--- config.mk ---
export PLATFORM = sky130hd
export DESIGN_NAME = muldiv
export DESIGN_NICKNAME = d
export VERILOG_FILES = /design/src/rtl/muldiv.sv
export SDC_FILE = /design/constraint.sdc
export NUM_CORES = 1
export LEC_CHECK = 0
export CAP_MARGIN = 20
export CORE_MARGIN = 5
export CORE_UTILIZATION = 64
export CTS_CLUSTER_DIAMETER = 50
export DETAILED_ROUTE_END_ITERATION = 16
export PLACE_DENSITY = 0.87
export SETUP_SLACK_MARGIN = 0.02
export SLEW_MARGIN = 15
export SYNTH_ARGS = -nofsm -noshare
export SYNTH_HDL_FRONTEND = slang
export SYNTH_SLANG_ARGS = --single-unit
--- constraint.sdc ---
create_clock -name clk -period 9.8 [get_ports clk]
set_clock_uncertainty 0.2 [all_clocks]
set_input_delay 2.94 -clock clk [delete_from_list [all_inputs] [get_ports clk]]
set_output_delay 2.94 -clock clk [all_outputs]
set_load 0.005 [all_outputs]
--- src/rtl/muldiv.sv ---
// muldiv: iterative signed/unsigned multiply-divide unit producing a HI/LO pair with busy/done handshake
module muldiv #(
  parameter int WIDTH = 32
) (
  input  logic             clk,
  input  logic             rst,
  input  logic             start_i,
  input  logic [1:0]       op_i,
  input  logic [WIDTH-1:0] oprand1_i,
  input  logic [WIDTH-1:0] oprand2_i,
  input  logic             cancel_i,
  output logic             busy_o,
  output logic             done_o,
  output logic [WIDTH-1:0] hi_o,
  output logic [WIDTH-1:0] lo_o
);
  localparam int CW = $clog2(WIDTH);
  typedef enum logic [1:0] {IDLE, CALC, FIX} state_t;
  state_t state, state_nxt;
  logic [CW-1:0] cnt;
  logic [2*WIDTH-1:0] acc, prod;
  logic [WIDTH-1:0] b_reg, a_mag, b_mag, quo, rem;
  logic [WIDTH:0] sum, trial;
  logic is_div, is_zero, neg_q, neg_r, a_neg, b_neg, div_zero, accept, wr;
  always_comb begin
    a_neg = !op_i[0] && oprand1_i[WIDTH-1];
    b_neg = !op_i[0] && oprand2_i[WIDTH-1];
    a_mag = a_neg ? -oprand1_i : oprand1_i;
    b_mag = b_neg ? -oprand2_i : oprand2_i;
    div_zero = op_i[1] && oprand2_i == '0;
    sum = {1'b0, acc[2*WIDTH-1:WIDTH]} + (acc[0] ? {1'b0, b_reg} : '0);
    trial = acc[2*WIDTH-1:WIDTH-1] - {1'b0, b_reg};
    prod = neg_q ? -acc : acc;
    quo = neg_q ? -acc[WIDTH-1:0] : acc[WIDTH-1:0];
    rem = neg_r ? -acc[2*WIDTH-1:WIDTH] : acc[2*WIDTH-1:WIDTH];
  end
  always_ff @(posedge clk)
    state <= rst ? IDLE : state_nxt;
  always_comb
    state_nxt = (state == IDLE) ? ((start_i && !cancel_i) ? (div_zero ? FIX : CALC) : IDLE)
              : cancel_i ? IDLE
              : (state == CALC) ? ((cnt == CW'(WIDTH-1)) ? FIX : CALC)
              : IDLE;
  always_comb begin
    busy_o = state != IDLE;
    accept = state == IDLE && start_i && !cancel_i;
    wr = state == FIX && !cancel_i;
  end
  always_ff @(posedge clk) begin
    if (rst) begin
      cnt <= '0;
      acc <= '0;
      b_reg <= '0;
      is_div <= 1'b0;
      is_zero <= 1'b0;
      neg_q <= 1'b0;
      neg_r <= 1'b0;
      done_o <= 1'b0;
      hi_o <= '0;
      lo_o <= '0;
    end else begin
      done_o <= wr;
      if (accept) begin
        cnt <= '0;
        acc <= {{WIDTH{1'b0}}, op_i[1] ? (div_zero ? oprand1_i : a_mag) : b_mag};
        b_reg <= op_i[1] ? b_mag : a_mag;
        is_div <= op_i[1];
        is_zero <= div_zero;
        neg_q <= a_neg ^ b_neg;
        neg_r <= a_neg;
      end else if (state == CALC) begin
        cnt <= cnt + 1'b1;
        acc <= !is_div ? {sum, acc[WIDTH-1:1]}
             : trial[WIDTH] ? {acc[2*WIDTH-2:0], 1'b0}
             : {trial[WIDTH-1:0], acc[WIDTH-2:0], 1'b1};
      end
      if (wr)
        {hi_o, lo_o} <= is_zero ? {acc[WIDTH-1:0], {WIDTH{1'b1}}} : is_div ? {rem, quo} : prod;
    end
  end
endmodule

==> flow_metrics.py, run 1 <==
metrics = {
    "outcome": {
        "status": "completed",
    },
    "route": {
        "dr.pass1.iters": 7,
        "drtIter0Drc": 1952,
        "drt-total-wl_um": 53310,
        "via_count": 16700,
        "ant_nets": 0,
        "drc": 0,
        "vias_per_cell": 6.789,
        "routedWlPerCell_um": 21.67,
    },
    "critical_path": {
        "arrival_ns": 7.21,
        "r2r_cells": 14,
        "critPathMaxStageDelay_ns": 0.82,
        "cp_slowest_cell": "nand2_1",
        "path_max_fanout": 24,
        "cp.required_ns": 9.98,
        "end_kind": "flip-flop",
        "path_cells": "clkdlybuf4s50_1 -> or4_1 -> or4b_2 -> nor3_1 -> nand3_1 -> nand2_1 -> nor2_1 -> xnor2_1 -> mux2_2 -> o22ai_1",
        "start_kind": "input pin",
        "worst-setup-path-type": "in2reg",
    },
    "final_layout": {
        "largest_reg_flops": 64,
        "syn2layout_area_growth_pct": 13.38,
        "mostFrequentLayoutCells": "a21oi_1 (248), nor2_1 (229), nand2_1 (223)",
        "fin_nets": 2275,
        "final_common_cell": "a21oi_1",
        "regMostFlops": "acc",
        "drive_gt1_frac": 0.04380,
        "n_fill_cell": 1875,
    },
    "min_path": {
        "hp-class": "reg2reg",
        "hold_depth": 2,
    },
    "power_and_ir_drop": {
        "power.total_mw": 2.224,
        "vdd_drop_max_mv": 0.1320,
        "combPwrFrac": 0.314,
        "sw_frac_of_total": 0.3904,
        "intPower_mw": 1.356,
        "leakage_nw": 6.328,
        "p_sw_mw": 0.8684,
        "p_per_area_nw_per_um2": 131.8,
        "clkPwrFrac": 0.331,
        "pwr-share-seq": 0.356,
    },
    "logic_synthesis": {
        "syn-cell-area_sq_um": 14880,
        "synth-async-reset-ratio": 0,
        "synth_top_area_frac": 0.2314,
        "yosysSeqAreaShare": 0.2314,
        "synth_edf_count": 0,
        "yosys_warnings": 0,
        "yosysTopAreaCell": "dfxtp_1",
        "synth_seq_cells": 172,
        "syn_nets": 2252,
        "synth_ff_type": "dfxtp_1",
        "synth_area_leaders": "dfxtp_1 (23%), a21oi_1 (8.3%), xnor2_1 (5.9%)",
        "ys_types": 67,
        "syn_area_per_cell_sq_um": 7.054,
        "synth_cells": 2110,
    },
    "grt": {
        "grt_pass1_wl_um": 82610,
        "grt_pass1_vias": 15390,
        "antenna_found_initial": 0,
        "grt_max_degree": 91,
        "track_usage": 0.3901,
        "gr-total-overflow": 0,
    },
    "placed_design": {
        "dpl.hpwl_um": 38220,
        "io_buffers": 135,
        "gp_congestion": 1.037,
    },
    "sta": {
        "fmax_ghz": 0.1424,
        "period_share": 0.7166,
        "worst_slew_pin_slew_ns": 1.193,
        "setup-violations-final": 0,
        "maxSlewViolCount": 0,
        "fin_setup_tns_ns": 0,
        "hold_viol_final": 0,
        "period_minus_slack_ns": 7.023,
        "rsz0062_at_grt": "false",
        "relSlewSlack": 0.2019,
    },
    "floorplan": {
        "die_h_um": 162.5,
        "die_w_um": 162.5,
        "initial_core_util": 0.6534,
        "core_sq_um": 22780,
        "ios": 136,
        "rows": 55,
        "dieArea_sq_um": 26400,
    },
    "clock_tree": {
        "clk_pin_slew_ns": 0.08,
        "cts_max_level": 4,
        "clkLatencyLatePin_ns": 0.46,
        "cts_resized": 0,
        "cts_setup_buffers": 0,
        "clockRootBuffer": "clkbuf_16",
        "cts_hold_buf": 0,
        "clock_path_buffers": 2,
        "tritoncts": "done",
        "clock_sinks": 172,
        "cts-buffers-inserted": 17,
    },
    "run": {
        "drv_cap": 0,
    },
}
critical path, delay by kind of cell:
| family | cells | cell delay [ns] |
|---|---|---|
| compound gates | 1 | 0.13 |
| simple gates | 6 | 3.23 |
| buf+inv | 1 | 0.47 |
| xor+xnor | 1 | 0.15 |
| mux | 1 | 0.26 |
metal layers:
layer / part of all wire / GRT usage / routed length, um
met2: 0.44 / 0.6167 / 23580
met5: 0 / 0 / 0
met4: 0.058 / 0.2122 / 3084
met1: 0.38 / 0.4993 / 20260
met3: 0.12 / 0.07998 / 6386
final timing paths:
check          startpoint       end  slack, ns
max          oprand2_i[4]   acc[14]       2.78
min              hi_o[21]  hi_o[21]       0.25
max reg2reg       acc[31]   acc[58]       5.07
min reg2reg      hi_o[21]  hi_o[21]       0.25
through the flow:
| stage | hold slack, ns | cell area [sq um] | utilization | instances | setup slack (ns) |
|---|---|---|---|---|---|
| after floorplan | 0.2319 | 14880 | - | 2110 | 4.006 |
| after global placement | 0.2437 | 16220 | 0.7121 | 2426 | 2.616 |
| after detailed placement | 0.2467 | 16220 | 0.7121 | 2426 | 2.503 |
| after CTS | 0.2548 | 16860 | 0.7400 | 2458 | 2.956 |
| after global routing | 0.2737 | 16870 | 0.7407 | 2459 | 2.559 |
| final | 0.2547 | 16870 | 0.7408 | 2460 | 2.777 |
cells in the mapped netlist, types with 8 or more instances:
master,instances
and3_1,26
nand2_1,223
a21o_1,31
mux2i_1,48
or4_1,15
ha_1,70
nor4_1,18
or3_1,22
nand4_1,12
buf_1,12
clkbuf_1,137
o21ai_0,172
a31oi_1,23
o22ai_1,37
xnor2_1,101
nand3_1,30
a21oi_1,248
nor2_1,230
inv_1,62
o31ai_1,23
o211ai_1,54
xor2_1,75
a211oi_1,34
o21a_1,10
dfxtp_1,172
nor2b_1,17
or2_2,9
o221ai_1,10
o41ai_1,8
nor3_1,48
nand2b_1,30
final cells by class:
cell class                 instances  area [sq um]  share of cell area
clock inverter                    15         210.2             0.01246
clock buffer                      17         425.4             0.02521
inverter                          63         236.5             0.01401
tap                              313         391.6             0.02321
multi-input combinational       1724         10660              0.6316
antenna                            1         2.502           0.0001483
timing repair buffer             155          1501             0.08898
sequential                       172          3448              0.2044
logic make-up (layout without fill, tap and decap cells):
| kind of cell | count (synthesis) | count (layout) | share of synthesized area |
|---|---|---|---|
| compound gates | 705 | 705 | 0.2863 |
| other cells | 0 | 1 | 0 |
| buf+inv | 214 | 250 | 0.05456 |
| mux | 55 | 55 | 0.03758 |
| xor+xnor | 176 | 176 | 0.1036 |
| fa+ha+maj | 72 | 72 | 0.06154 |
| flops | 172 | 172 | 0.2314 |
| simple gates | 716 | 716 | 0.2251 |
power groups by stage:
stage	Combinational [mW]	Sequential [mW]	Clock, mW
after global placement	0.657	0.800	0
final	0.698	0.791	0.735
after global routing	0.754	0.791	0.761
after detailed placement	0.668	0.801	0
after floorplan	0.507	0.758	0
after CTS	0.673	0.784	0.726
(Power assumes the default switching activity.)
==> run 2: changes to the inputs <==
Settings changed: CORE_UTILIZATION 64 to 54, PLACE_DENSITY 0.87 to 0.79.
Clock period 9.8 ns to 6.15 ns, I/O delays scaled along.
==> run 2 against run 1 <==
Against the previous run: via count decreased by 2.3%; non-clock buffer count increased by 3; flip-flop and latch count unchanged; cell count increased by 1.2%; sequential share of layout area decreased by 0.11 points; sequential power increased by 59%; first-iteration DRC count decreased by 3.4%; cell area increased by 0.56%; core utilization decreased by 11 points; setup slack got worse by 1.9 ns; clock power increased by 66%; die area increased by 17%; critical endpoint is now acc[30]; largest cell class unchanged.
==> flow_metrics.py, run 2 (synthesis results as in run 1) <==
metrics = {
    "placed_design": {
        "numPlacedInstances": 2458,
        "gp_congestion": 0.9835,
        "place_area_sq_um": 16300,
        "dpl.hpwl_um": 40230,
        "dpl_worst_slack_ns": 0.5421,
        "io_buffers": 135,
    },
    "sta": {
        "worst_slack_ns": 0.9204,
        "period_minus_slack_ns": 5.230,
        "holdWs_ns": 0.2562,
        "rsz0062_at_grt": "false",
        "worst_slew_pin_slew_ns": 1.075,
        "period_share": 0.8503,
        "fmax_ghz": 0.1912,
        "setup-violations-final": 0,
        "relSlewSlack": 0.2835,
        "hold_viol_final": 0,
        "maxSlewViolCount": 0,
        "fin_setup_tns_ns": 0,
    },
    "run": {
        "drv_cap": 0,
    },
    "floorplan": {
        "ios": 136,
        "initial_core_util": 0.5507,
        "dieArea_sq_um": 30980,
        "rows": 60,
        "die_w_um": 176.0,
        "core_sq_um": 27030,
        "die_h_um": 176.0,
    },
    "outcome": {
        "status": "completed",
    },
    "grt": {
        "grt_pass1_vias": 14830,
        "track_usage": 0.3373,
        "gr-total-overflow": 0,
        "grt_max_degree": 91,
        "grt_pass1_wl_um": 83710,
        "antenna_found_initial": 0,
    },
    "clock_tree": {
        "cts_max_level": 4,
        "cts_hold_buf": 0,
        "clock_path_buffers": 2,
        "clkLatencyLatePin_ns": 0.46,
        "clockRootBuffer": "clkbuf_16",
        "clock_sinks": 172,
        "cts_setup_buffers": 0,
        "cts_resized": 0,
        "tritoncts": "done",
        "cts-buffers-inserted": 17,
        "clk_pin_slew_ns": 0.08,
    },
    "min_path": {
        "hp-class": "reg2reg",
    },
    "power_and_ir_drop": {
        "leakage_nw": 6.367,
        "power.total_mw": 3.594,
        "vdd_drop_max_mv": 0.1754,
        "p_per_area_nw_per_um2": 211.8,
    },
    "critical_path": {
        "arrival_ns": 5.35,
        "worst-setup-path-type": "in2reg",
        "start_kind": "input pin",
        "cp.required_ns": 6.27,
        "path_max_fanout": 5,
        "end_kind": "flip-flop",
    },
    "final_layout": {
        "drive_gt1_frac": 0.04514,
        "final_common_cell": "a21oi_1",
        "postLayoutCellArea_sq_um": 16970,
        "largest_reg_flops": 64,
        "syn2layout_area_growth_pct": 14.01,
        "final_core_util": 0.6279,
        "antenna_cells": 0,
        "fin_nets": 2278,
        "mostFrequentLayoutCells": "a21oi_1 (248), nor2_1 (229), nand2_1 (223)",
        "stdcell_count": 2490,
        "n_fill_cell": 2496,
        "regMostFlops": "acc",
    },
    "route": {
        "drt-total-wl_um": 54140,
        "vias_per_cell": 6.553,
        "via_count": 16320,
        "dr.pass1.iters": 5,
        "drc": 0,
        "drtIter0Drc": 1886,
        "ant_nets": 0,
        "routedWlPerCell_um": 21.74,
    },
}
-- run 2: cell count changes in the layout (fill, tap and decap cells not counted) --
| cell | before | now |
|---|---|---|
| buf_12 | 0 | 1 |
| buf_4 | 20 | 23 |
| buf_8 | 1 | 0 |
| clkinv_4 | 1 | 0 |
| clkinv_8 | 8 | 5 |
| clkinvlp_4 | 1 | 0 |
| diode_2 | 1 | 0 |
| inv_12 | 2 | 4 |
| inv_16 | 0 | 3 |
| inv_6 | 1 | 0 |
| inv_8 | 2 | 3 |
| nor2_2 | 1 | 0 |
| nor2_4 | 0 | 1 |
-- run 2: layout make-up --
cell class / instances / area (sq um) / area share
clock inverter: 15 / 240.2 / 0.01416
multi-input combinational: 1724 / 10660 / 0.6284
sequential: 172 / 3448 / 0.2032
timing repair buffer: 158 / 1529 / 0.09010
inverter: 63 / 236.5 / 0.01394
tap: 341 / 426.7 / 0.02514
clock buffer: 17 / 425.4 / 0.02507
-- run 2: final timing paths --
check | from | end | slack, ns | cells past startpoint
worst max-delay path | oprand2_i[4] | acc[30] | 0.92 | 11
worst min-delay path | b_reg[6] | b_reg[6] | 0.26 | 2
worst max register to register | acc[31] | acc[50] | 1.39 | 13
worst min register to register | b_reg[6] | b_reg[6] | 0.26 | 2
-- run 2: metal layers --
layer / global-route usage / wire length, um / vias to the layer above
met4: 0.1566 / 2690 / 0
met1: 0.4534 / 22420 / 7548
met2: 0.5266 / 23690 / 946
met3: 0.06167 / 5337 / 179
li1: - / - / 7644
met5: 0 / 0 / -
-- run 2: power breakdown --
| group | total (mW) | internal, mW | switching (mW) |
|---|---|---|---|
| Sequential | 1.26 | 1.15 | 0.108 |
| Combinational | 1.11 | 0.441 | 0.669 |
| Clock | 1.22 | 0.586 | 0.637 |
| Total | 3.59 | 2.18 | 1.41 |
-- run 2: critical path, cell delays in order --
cell	delay, ns
clkdlybuf4s50_1	0.48
or4_1	0.62
or4b_2	0.72
nor3_1	0.41
nand2_1	0.22
o21ai_0	0.24
xnor2_1	0.13
o21ai_0	0.15
a21oi_1	0.09
a311oi_1	0.36
nor2_1	0.07
==> run 3: changes to the inputs <==
Settings changed: ABC_CLOCK_PERIOD_IN_PS from default to 6150.
==> results of run 3 <==
Same layout as run 2: the final DEF is identical, and so are final timing and power.
